--- src/rtl/fsl_link_fifo.sv ---
// First-word-fall-through FSL channel FIFO: buffers {control, data} words from
// an FSL master and presents the head entry to the downstream FSL slave.
module fsl_link_fifo #(
  parameter int C_FSL_DWIDTH = 32,
  parameter int C_FSL_DEPTH  = 16,
  parameter int C_FSL_AWIDTH = 4
) (
  input  logic                    FSL_Clk,
  input  logic                    FSL_Rst_n,
  input  logic                    FSL_M_Write,
  input  logic [0:C_FSL_DWIDTH-1] FSL_M_Data,
  input  logic                    FSL_M_Control,
  output logic                    FSL_M_Full,
  input  logic                    FSL_S_Read,
  output logic [0:C_FSL_DWIDTH-1] FSL_S_Data,
  output logic                    FSL_S_Control,
  output logic                    FSL_S_Exists,
  output logic [C_FSL_AWIDTH:0]   FSL_Occupancy,
  output logic                    FSL_Overflow,
  output logic                    FSL_Underflow
);

  // Handshake: a write transfers when FSL_M_Write && !FSL_M_Full at a rising
  // edge; a read transfers when FSL_S_Read && FSL_S_Exists at a rising edge.
  // Strobes outside those conditions are errors and never move data.

  logic [0:C_FSL_DWIDTH-1] mem_data [C_FSL_DEPTH];
  logic                    mem_ctrl [C_FSL_DEPTH];

  logic [C_FSL_AWIDTH-1:0] wr_ptr;
  logic [C_FSL_AWIDTH-1:0] rd_ptr;
  logic [C_FSL_AWIDTH:0]   count;
  logic                    overflow_q;
  logic                    underflow_q;

  logic full;
  logic exists;
  logic wr_acc;
  logic rd_acc;

  assign full   = (count == (C_FSL_AWIDTH+1)'(C_FSL_DEPTH));
  assign exists = (count != '0);
  assign wr_acc = FSL_M_Write && !full;
  assign rd_acc = FSL_S_Read && exists;

  // Storage is deliberately left out of reset; the count gates its visibility.
  always_ff @(posedge FSL_Clk) begin
    if (wr_acc) begin
      mem_data[wr_ptr] <= FSL_M_Data;
      mem_ctrl[wr_ptr] <= FSL_M_Control;
    end
  end

  always_ff @(posedge FSL_Clk or negedge FSL_Rst_n) begin
    if (!FSL_Rst_n) begin
      wr_ptr      <= '0;
      rd_ptr      <= '0;
      count       <= '0;
      overflow_q  <= 1'b0;
      underflow_q <= 1'b0;
    end else begin
      if (wr_acc) begin
        wr_ptr <= wr_ptr + C_FSL_AWIDTH'(1);
      end
      if (rd_acc) begin
        rd_ptr <= rd_ptr + C_FSL_AWIDTH'(1);
      end
      if (wr_acc && !rd_acc) begin
        count <= count + (C_FSL_AWIDTH+1)'(1);
      end else if (rd_acc && !wr_acc) begin
        count <= count - (C_FSL_AWIDTH+1)'(1);
      end
      if (FSL_M_Write && full) begin
        overflow_q <= 1'b1;
      end
      if (FSL_S_Read && !exists) begin
        underflow_q <= 1'b1;
      end
    end
  end

  always_comb begin
    FSL_S_Data    = '0;
    FSL_S_Control = 1'b0;
    if (exists) begin
      FSL_S_Data    = mem_data[rd_ptr];
      FSL_S_Control = mem_ctrl[rd_ptr];
    end
  end

  assign FSL_M_Full    = full;
  assign FSL_S_Exists  = exists;
  assign FSL_Occupancy = count;
  assign FSL_Overflow  = overflow_q;
  assign FSL_Underflow = underflow_q;

endmodule
--- config.mk ---
export PLATFORM = sky130hd
export DESIGN_NAME = fsl_link_fifo
export DESIGN_NICKNAME = d
export VERILOG_FILES = /design/src/rtl/fsl_link_fifo.sv
export SDC_FILE = /design/constraint.sdc
export NUM_CORES = 1
export LEC_CHECK = 0
export BUFFER_PORTS_ARGS = -buffer_cell sky130_fd_sc_hd__buf_2
export CAP_MARGIN = 15
export CORE_UTILIZATION = 60
export DETAILED_ROUTE_END_ITERATION = 6
export PLACE_DENSITY = 0.78
export REMOVE_ABC_BUFFERS = 1
export SYNTH_ARGS = -nofsm -noshare
export SYNTH_HDL_FRONTEND = slang
export SYNTH_SLANG_ARGS = --single-unit
--- constraint.sdc ---
create_clock -name FSL_Clk -period 4.3 [get_ports FSL_Clk]
set_input_delay 0.645 -clock FSL_Clk [delete_from_list [all_inputs] [get_ports FSL_Clk]]
set_output_delay 0.645 -clock FSL_Clk [all_outputs]
set_load 0.03 [all_outputs]
==> results_dict.tcl, run 1 <==
set metrics [dict create \
    hold_viol_final 0 \
    worst_path_max_delay_cell "buf_4" \
    wl_per_cell_um 27.6 \
    netlist_instances 906 \
    grt_pass1_wl_mm 62.6 \
    powerDensity_nw_per_um2 680 \
    grt_pass1_vias 9940 \
    max_stage_delay_ns 0.70 \
    cts.sinks 543 \
    hp-start "FSL_M_Write" \
    vias 9615 \
    die_w_um 190 \
    hold_class "input port to register" \
    post-route-min-period_ns 3.91 \
    die-area_um2 36000 \
    yosysTopAreaCell "edfxtp_1" \
    outcome "completed" \
    path_cells "buf_4, mux4_2, mux2_2, a221o_1, buf_2" \
    fin_worst_skew_ns 0.0195 \
    synth_top_family_by_area "multiplexers" \
    synth_common_cells "528 x edfxtp_1, 78 x mux4_2, 54 x mux4_1" \
    synth_ff_type "edfxtp_1" \
    power_leakage_nw 7.86 \
    cts_tree "built" \
    portBuffers 78 \
    synthMuxAreaShare_pct 16.8 \
    synth.most_common_cell "edfxtp_1" \
    ant_nets 0 \
    routed_via_density 6.33 \
    finalNetCount 1072 \
    synth-seq-cells 543 \
    cts_made_buffers 51 \
    std_cell_rows 68 \
    cts_max_path_buffers 3 \
    dp_slack_ns 0.990 \
    firstDrtPassIters 5 \
    totalWireLength_mm 41.9 \
    path_max_fanout 50 \
    setup_viol_count_final 0 \
    drv_slew 0 \
    fillers 1978 \
    synth_area_leaders "edfxtp_1 75%, mux4_2 8.3%, mux4_1 6.7%" \
    drc 0 \
    avgSynthCellArea_um2 23.4 \
    critPathLaunch "rd_ptr[3]" \
    relSlewSlack_pct 50.0 \
    place.gp.congestion 0.735 \
    synthAdderAreaFrac_pct 0.627 \
    synth_simple_gate_area_share_pct 1.97 \
    dp_hpwl_mm 22.9 \
    diodes 0 \
    synth_compound_area_share_pct 2.13 \
    grt_setup_unrepaired "false" \
    grt-ovfl-total 0 \
    yosysSeqAreaShare_pct 76.7 \
    path_clk_slew_ns 0.06 \
    path_buf_inv 2 \
    h-tree-depth 2 \
    grt_max_degree 51 \
    cts_setup_buffers 0 \
    areaGrowthSynthToFinish_pct 13.1 \
    async_flop_share_pct 2.76 \
    clk_latency_ns 0.59 \
    ys_types 40 \
    max_freq_mhz 256 \
    drive_gt1_share_pct 29.6 \
    worstSetupEndpointType "output port" \
    critPathTopFamily "buffers and inverters" \
    arrival_ns 3.26 \
    synth_xor_area_share_pct 0.373 \
    synth_area_um2 21200 \
    drtIter0Drc 909 \
    fin_crit_sh_pct 90.8 \
    crit_type "register to output port" \
    fp.coreArea_um2 34600 \
    grt_antenna_before_repair 1 \
    total_power_w 0.0163 \
    required_ns 3.65 \
    peakVddDrop_uv 529 \
    track_usage_pct 24.2 \
    timing.max_cap.violations 0 \
    tns_ns 0 \
    worst_slack_ns 0.395 \
    ios 79 \
    tightest_slew_ns 0.750 \
    synth_edf_count 528 \
    r2r_start "FSL_Occupancy[1]" \
    start_util_pct 61.1 \
    yosys_warnings 0 \
    dieHeight_um 190 \
    synth_top_area_share_pct 74.9 \
    cts.root.buffer_cell "clkbuf_16" \
    start_kind "register" \
]
[metal layers]
layer  vias up  wire (um)  track usage, %
met5         -         13               0
met4         2       1020            7.35
met1      4984      16900            34.4
met3        79       3070            4.21
li1       4129          -               -
met2       421      20900            39.1
[power by group]
part | internal, W | leakage [nW] | total [W] | switching [W]
Sequential | 0.00639 | 4.94 | 0.00675 | 0.000352
Combinational | 0.00229 | 2.15 | 0.00526 | 0.00297
Clock | 0.00240 | 0.770 | 0.00426 | 0.00187
Total | 0.0111 | 7.86 | 0.0163 | 0.00519
[worst paths after layout]
kind,endpoint,slack (ns),depth (start not counted)
setup / recovery,FSL_S_Data[1],0.39,5
hold / removal,FSL_Overflow,0.30,2
setup reg to reg,FSL_Occupancy[4],1.25,9
hold reg to reg,FSL_Overflow,0.46,1
max in group asynchronous,rd_ptr[1],3.48,2
min in group asynchronous,wr_ptr[3],0.51,2
[layout make-up]
class                   count  area [um2]  area share (%)
clock buffers              68        1350            5.64
clock inverters            23         221           0.925
inverters                   7        26.3           0.110
multi-input cells         309        4760            19.9
flip-flops and latches    543       16200            67.8
well taps                 455         569            2.38
repair buffers            113         772            3.22
[cell usage in the layout (no fill, tap or decap), types with 2 or more instances in the layout]
cell	netlist	routed
mux4_1	54	54
inv_1	7	7
mux2_2	34	34
clkinv_1	0	8
inv_16	0	2
dfrtp_1	15	12
xor2_1	3	3
a21o_1	3	3
buf_2	24	78
and2b_1	3	3
nor2_4	1	14
clkbuf_16	0	51
nor3_2	0	4
inv_6	0	2
ha_1	9	9
bufinv_16	0	3
edfxtp_1	528	528
clkinv_2	0	7
a221o_1	33	33
nor2b_1	31	31
o2111ai_1	2	2
nand2_1	9	9
or3_1	2	2
nand3_1	3	3
mux4_2	78	78
o21ai_0	5	5
buf_12	0	9
dfrtp_4	0	2
nand2b_1	2	2
clkbuf_1	9	16
buf_4	1	24
xnor2_1	6	6
[through the flow]
step | instance area (um2) | hold WS [ns] | utilization [%] | instances
2_1_floorplan | 20900 | 0.349 | - | 859
3_3_place_gp | 22300 | 0.438 | 64.5 | 1425
3_5_place_dp | 22300 | 0.441 | 64.5 | 1425
4_1_cts | 23900 | 0.264 | 69.1 | 1517
5_1_grt | 23900 | 0.278 | 69.1 | 1518
6_report | 23900 | 0.302 | 69.1 | 1518
[state kept, by name, indices dropped and copies added (netlist names)]
name	count
FSL_Occupancy	5
FSL_Overflow	1
FSL_Underflow	1
mem_ctrl	16
mem_data	512
rd_ptr	4
wr_ptr	4
[timing repair]
action	4_1_cts	5_1_grt
hold buffers	1	0
resized for setup	0	0
hold endpoints to repair	15	0
[logic make-up after synthesis]
kind of cell / Yosys count
DFF: 543
buffers and inverters: 54
and+or+nand+nor: 75
xor gates and xnor gates: 9
adders and majority gates: 10
muxes: 166
AOI/OAI and AO/OA: 49
(Power assumes the default switching activity.)
==> run 2: changes to the inputs <==
- BUFFER_PORTS_ARGS: -buffer_cell sky130_fd_sc_hd__buf_2 -> -buffer_cell sky130_fd_sc_hd__buf_4
- CORE_MARGIN: not set -> 2
==> run 2 against run 1 <==
Highest routed layer is now met4. Core utilization rose by 0.91 points. Sequential power barely moved. Clock skew fell by 0.0046 ns. Largest power group unchanged. First-iteration DRC count rose by 16%.
==> results_dict.tcl, run 2 (synthesis results as in run 1) <==
set metrics [dict create \
    dieHeight_um 192 \
    setup_viol_count_final 0 \
    r2r_cells 9 \
    path_cells "buf_4, mux4_1, mux2_2, a221o_1, buf_4" \
    worstSetupEndpointType "output port" \
    drive_gt1_share_pct 29.7 \
    start_util_pct 61.1 \
    diodes 0 \
    p_comb_share_pct 33.6 \
    regMostFlops "mem_data" \
    worst_path_max_delay_cell "dfrtp_4" \
    largest_reg_flops 512 \
    path_max_fanout 26 \
    required_ns 3.65 \
    drv_slew 0 \
    cts_made_buffers 52 \
    clk_latency_ns 0.56 \
    post-route-min-period_ns 3.78 \
    power_frac_clock_pct 25.9 \
    firstDrtPassIters 7 \
    fin_crit_sh_pct 88.0 \
    mostFrequentLayoutCells "528 x edfxtp_1, 94 x buf_4, 78 x mux4_2" \
    drc 0 \
    areaGrowthSynthToFinish_pct 14.6 \
    cts.root.buffer_cell "clkbuf_16" \
    grt_setup_unrepaired "false" \
    min_path_cells 2 \
    seqPwrFrac_pct 40.5 \
    portBuffers 78 \
    routed_via_density 6.45 \
    hold_class "input port to register" \
    die-area_um2 36800 \
    grt_pass1_vias 10173 \
    start_kind "register" \
    grt_max_degree 61 \
    place.gp.congestion 0.768 \
    std_cell_rows 68 \
    vias 9784 \
    max_stage_delay_ns 0.71 \
    relSlewSlack_pct 44.0 \
    power_leakage_nw 7.94 \
    dp_hpwl_mm 24.2 \
    fp.coreArea_um2 34600 \
    cts_setup_buffers 0 \
    final_common_cell "edfxtp_1" \
    path_clk_slew_ns 0.06 \
    dp_slack_ns 1.13 \
    finalNetCount 1072 \
    worst_slack_ns 0.516 \
    post-route-util_pct 70.0 \
    grt_antenna_before_repair 0 \
    p_switching_w 0.00523 \
    crit_type "register to output port" \
    intPower_w 0.0114 \
    ios 79 \
    outcome "completed" \
    wl_per_cell_um 28.9 \
    totalWireLength_mm 43.8 \
    ant_nets 0 \
    reg2reg_setup_slack_ns 1.25 \
    cts_tree "built" \
    grt-ovfl-total 0 \
    arrival_ns 3.14 \
    h-tree-depth 2 \
    cts.sinks 543 \
    powerDensity_nw_per_um2 685 \
    peakVddDrop_uv 435 \
    cts_max_path_buffers 3 \
    hold_viol_final 0 \
    drtIter0Drc 1057 \
    timing.max_cap.violations 0 \
    grt_pass1_wl_mm 64.5 \
    tightest_slew_ns 0.836 \
    fin_worst_skew_ns 0.0149 \
    swShare_pct 31.5 \
    max_freq_mhz 264 \
    die_w_um 192 \
    track_usage_pct 24.7 \
    cp_common_cell "buf_4" \
]
==> run 2: critical path: cells and delay by family (launching register included) <==
| kind | cells | cell delay, ns |
|---|---|---|
| buf+inv | 2 | 0.57 |
| compound gates | 1 | 0.33 |
| flops | 1 | 0.71 |
| mux | 2 | 0.94 |
==> run 2: power by group through the flow <==
stage / Sequential (W) / Combinational [W] / Clock (W)
after global routing: 0.00678 / 0.00588 / 0.00455
after global placement: 0.00680 / 0.00553 / 0
after detailed placement: 0.00684 / 0.00560 / 0
after floorplan: 0.00715 / 0.00353 / 0
final: 0.00674 / 0.00559 / 0.00430
after CTS: 0.00674 / 0.00565 / 0.00436
==> run 2: final timing paths <==
path / from / to
setup / recovery: rd_ptr[1] / FSL_S_Data[27]
hold / removal: FSL_M_Write / FSL_Overflow
setup reg to reg: FSL_Occupancy[1] / FSL_Occupancy[4]
hold reg to reg: FSL_Underflow / FSL_Underflow
max in group asynchronous: FSL_Rst_n / rd_ptr[1]
min in group asynchronous: FSL_Rst_n / FSL_Occupancy[1]
==> run 2: final cells by class <==
| class | count | area [um2] |
|---|---|---|
| Clock buffer | 73 | 1460 |
| Clock inverter | 19 | 141 |
| Fill cell | 1957 | 10400 |
| Inverter | 7 | 26.3 |
| Multi-Input combinational cell | 309 | 4760 |
| Sequential cell | 543 | 16200 |
| Tap cell | 455 | 569 |
| Timing Repair Buffer | 112 | 1060 |
==> run 2: repair_timing <==
item                                   in CTS  in global routing
gates resized for setup                     0                  0
hold buffers                                1                  0
endpoints found under the hold margin      15                  0
==> run 2: metal layers <==
layer / vias up / track usage, % / routed length, um
met5: - / 0 / 0
met1: 5154 / 34.6 / 17600
met3: 71 / 4.20 / 3110
li1: 4131 / - / -
met2: 428 / 40.7 / 22200
met4: 0 / 6.98 / 941
==> run 2: through the flow <==
step / power, W / instances / area, um2 / setup TNS, ns / hold slack, ns
finish: 0.0166 / 1518 / 24300 / 0 / 0.299
global route: 0.0172 / 1518 / 24300 / 0 / 0.292
CTS: 0.0168 / 1518 / 24300 / 0 / 0.275
detailed placement: 0.0124 / 1425 / 22600 / 0 / 0.457
global placement: 0.0123 / 1425 / 22600 / 0 / 0.443
floorplan: 0.0107 / 859 / 20900 / -39.80 / 0.349
==> run 3: changes to the inputs <==
- ABC_AREA: not set -> 1
- CTS_BUF_LIST: not set -> sky130_fd_sc_hd__clkbuf_8
==> run 3 against run 2 <==
Final area grew 1.5%. Count of clock-buffer cells in the layout grew 11. Register-to-register slack lost 0.16 ns. Critical endpoint is now FSL_S_Data[6]. Sequential share of layout area shrank 0.97 points.
==> results_dict.tcl, run 3 <==
set metrics [dict create \
    ios 79 \
    areaGrowthSynthToFinish_pct 10.3 \
    vias 14750 \
    dp_hpwl_mm 26.1 \
    cts.root.buffer_cell "clkbuf_8" \
    worst_slack_ns 0.316 \
    final_common_cell "nand2_1" \
    total_power_w 0.0172 \
    drv_slew 0 \
    regMostFlops "mem_data" \
    largest_reg_flops 512 \
    synth_area_um2 22300 \
    routed_via_density 5.96 \
    required_ns 3.65 \
    worst_path_max_delay_cell "dfrtp_4" \
    yosysSeqAreaShare_pct 72.7 \
    seqPwrFrac_pct 38.7 \
    wl_per_cell_um 20.7 \
    max_freq_mhz 251 \
    ys_types 28 \
    outcome "completed" \
    place_area_um2 23100 \
    timing.max_cap.violations 0 \
    totalWireLength_mm 51.3 \
    grt_pass1_vias 14595 \
    grt_setup_unrepaired "false" \
    dieHeight_um 197 \
    tightest_slew_ns 1.17 \
    swShare_pct 39.9 \
    power_leakage_nw 9.17 \
    firstDrtPassIters 6 \
    worstSetupEndpointType "output port" \
    power_frac_clock_pct 22.6 \
    path_max_fanout 88 \
    grt_max_degree 135 \
    async_flop_share_pct 2.76 \
    synth_top_area_share_pct 71.0 \
    hold_class "input port to register" \
    dp_slack_ns 1.06 \
    arrival_ns 3.34 \
    p_switching_w 0.00688 \
    drive_gt1_share_pct 12.3 \
    finalNetCount 1993 \
    setup_viol_count_final 0 \
    hold_viol_final 0 \
    crit_type "register to output port" \
    final_area_um2 24600 \
    path_cells "buf_4, nand2_1, nand3_1, nand3_1, nand2_1, nand2_1, a21oi_1, buf_4" \
    cts.sinks 543 \
    cts_max_path_buffers 3 \
    avgSynthCellArea_um2 12.0 \
    relSlewSlack_pct 21.6 \
    yosys_warnings 0 \
    ant_nets 0 \
    intPower_w 0.0104 \
    diodes 0 \
    synth_edf_count 528 \
    portBuffers 78 \
    die-area_um2 38800 \
    synth.most_common_cell "nand2_1" \
    cts-resized-gates 0 \
    p_comb_share_pct 38.7 \
    yosysTopAreaCell "edfxtp_1" \
    synth-seq-cells 543 \
    grt_pass1_wl_mm 78.8 \
    die_w_um 197 \
    mostFrequentLayoutCells "693 x nand2_1, 528 x edfxtp_1, 403 x nand3_1" \
    drc 0 \
    max_stage_delay_ns 1.09 \
    cp_common_cell "nand2_1" \
    synth_common_cells "693 x nand2_1, 528 x edfxtp_1, 403 x nand3_1" \
    start_util_pct 61.0 \
    netlist_instances 1860 \
    clk_latency_ns 0.64 \
    fp.coreArea_um2 36600 \
    drtIter0Drc 1723 \
    peakVddDrop_uv 862 \
    fin_worst_skew_ns 0.0377 \
    h-tree-depth 3 \
    synth_ff_type "edfxtp_1" \
    powerDensity_nw_per_um2 701 \
    track_usage_pct 26.9 \
    synth_area_leaders "edfxtp_1 71%, nand2_1 12%, nand3_1 9.0%" \
    cts_made_buffers 82 \
    grt_antenna_before_repair 1 \
    place.gp.congestion 0.793 \
    start_kind "register" \
    fin_crit_sh_pct 92.7 \
    post-route-min-period_ns 3.98 \
    std_cell_rows 70 \
    cts_tree "built" \
    path_clk_slew_ns 0.06 \
    grt-ovfl-total 0 \
]
-- run 3: changes by cell type in the layout (fill, tap and decap cells not counted), moves of 34 or more --
cell,before,now
clkbuf_8,6,84
nand3_1,3,403
nand2_1,9,693
mux4_2,78,0
mux2_2,34,0
clkbuf_16,53,0
mux4_1,54,0
-- run 3: path summary, 6_finish.rpt --
path / cells after the start / slack, ns / startpoint / to
worst max register to register: 15 / 1.09 / FSL_Occupancy[3] / FSL_Occupancy[4]
worst max-delay path: 8 / 0.32 / rd_ptr[0] / FSL_S_Data[6]
min in group asynchronous: 2 / 0.40 / FSL_Rst_n / wr_ptr[0]
worst min-delay path: 2 / 0.23 / FSL_M_Write / FSL_Overflow
max in group asynchronous: 2 / 3.69 / FSL_Rst_n / rd_ptr[0]
worst min register to register: 1 / 0.46 / FSL_Overflow / FSL_Overflow
-- run 3: metal layers --
layer  vias up  part of all wire (%)  track usage (%)
li1       6688                     -                -
met1      7127                    39             36.2
met2       805                    48             43.6
met3       128                    10             5.24
met4         2                   2.7             11.0
met5         -                 0.025                0
-- run 3: cells by family after synthesis --
| kind of cell | after synthesis | synth area share (%) |
|---|---|---|
| and+or+nand+nor | 1122 | 21.2 |
| DFF | 543 | 72.7 |
| buffers and inverters | 135 | 4.15 |
| AOI/OAI and AO/OA | 41 | 0.959 |
| adders and majority gates | 10 | 0.594 |
| xor gates and xnor gates | 9 | 0.353 |
-- run 3: area by class of cell --
cell class | count | area (um2)
flip-flops and latches | 543 | 16200
fillers | 2542 | 12000
multi-input cells | 1182 | 5270
clock buffers | 84 | 1160
repair buffers | 117 | 931
well taps | 468 | 586
clock inverters | 61 | 344
inverters | 20 | 82.6
-- run 3: critical path: cells and delay by family (launching register included) --
family | cells | cell delay (ns)
compound gates | 1 | 0.27
buf+inv | 2 | 0.80
flops | 1 | 1.09
simple gates | 5 | 0.49
-- run 3: stage by stage --
step / util, % / TNS (ns) / instances / hold WS [ns]
CTS: 67.2 / 0 / 2475 / 0.197
detailed placement: 63.1 / 0 / 2329 / 0.450
global route: 67.2 / 0 / 2475 / 0.211
global placement: 63.1 / 0 / 2329 / 0.442
floorplan: - / -114.55 / 1745 / 0.349
finish: 67.2 / 0 / 2475 / 0.230
-- run 3: timing repair --
item | 4_1_cts | 5_1_grt
buffers inserted | 0 | 0
hold buffers | 1 | 0
endpoints found under the hold margin | 15 | 0
-- run 3: power by group through the flow --
stage | sequential, W | combinational, W | clock (W)
finish | 0.00668 | 0.00667 | 0.00390
global route | 0.00672 | 0.00726 | 0.00417
CTS | 0.00667 | 0.00663 | 0.00395
detailed placement | 0.00678 | 0.00659 | 0
global placement | 0.00676 | 0.00642 | 0
floorplan | 0.00711 | 0.00411 | 0
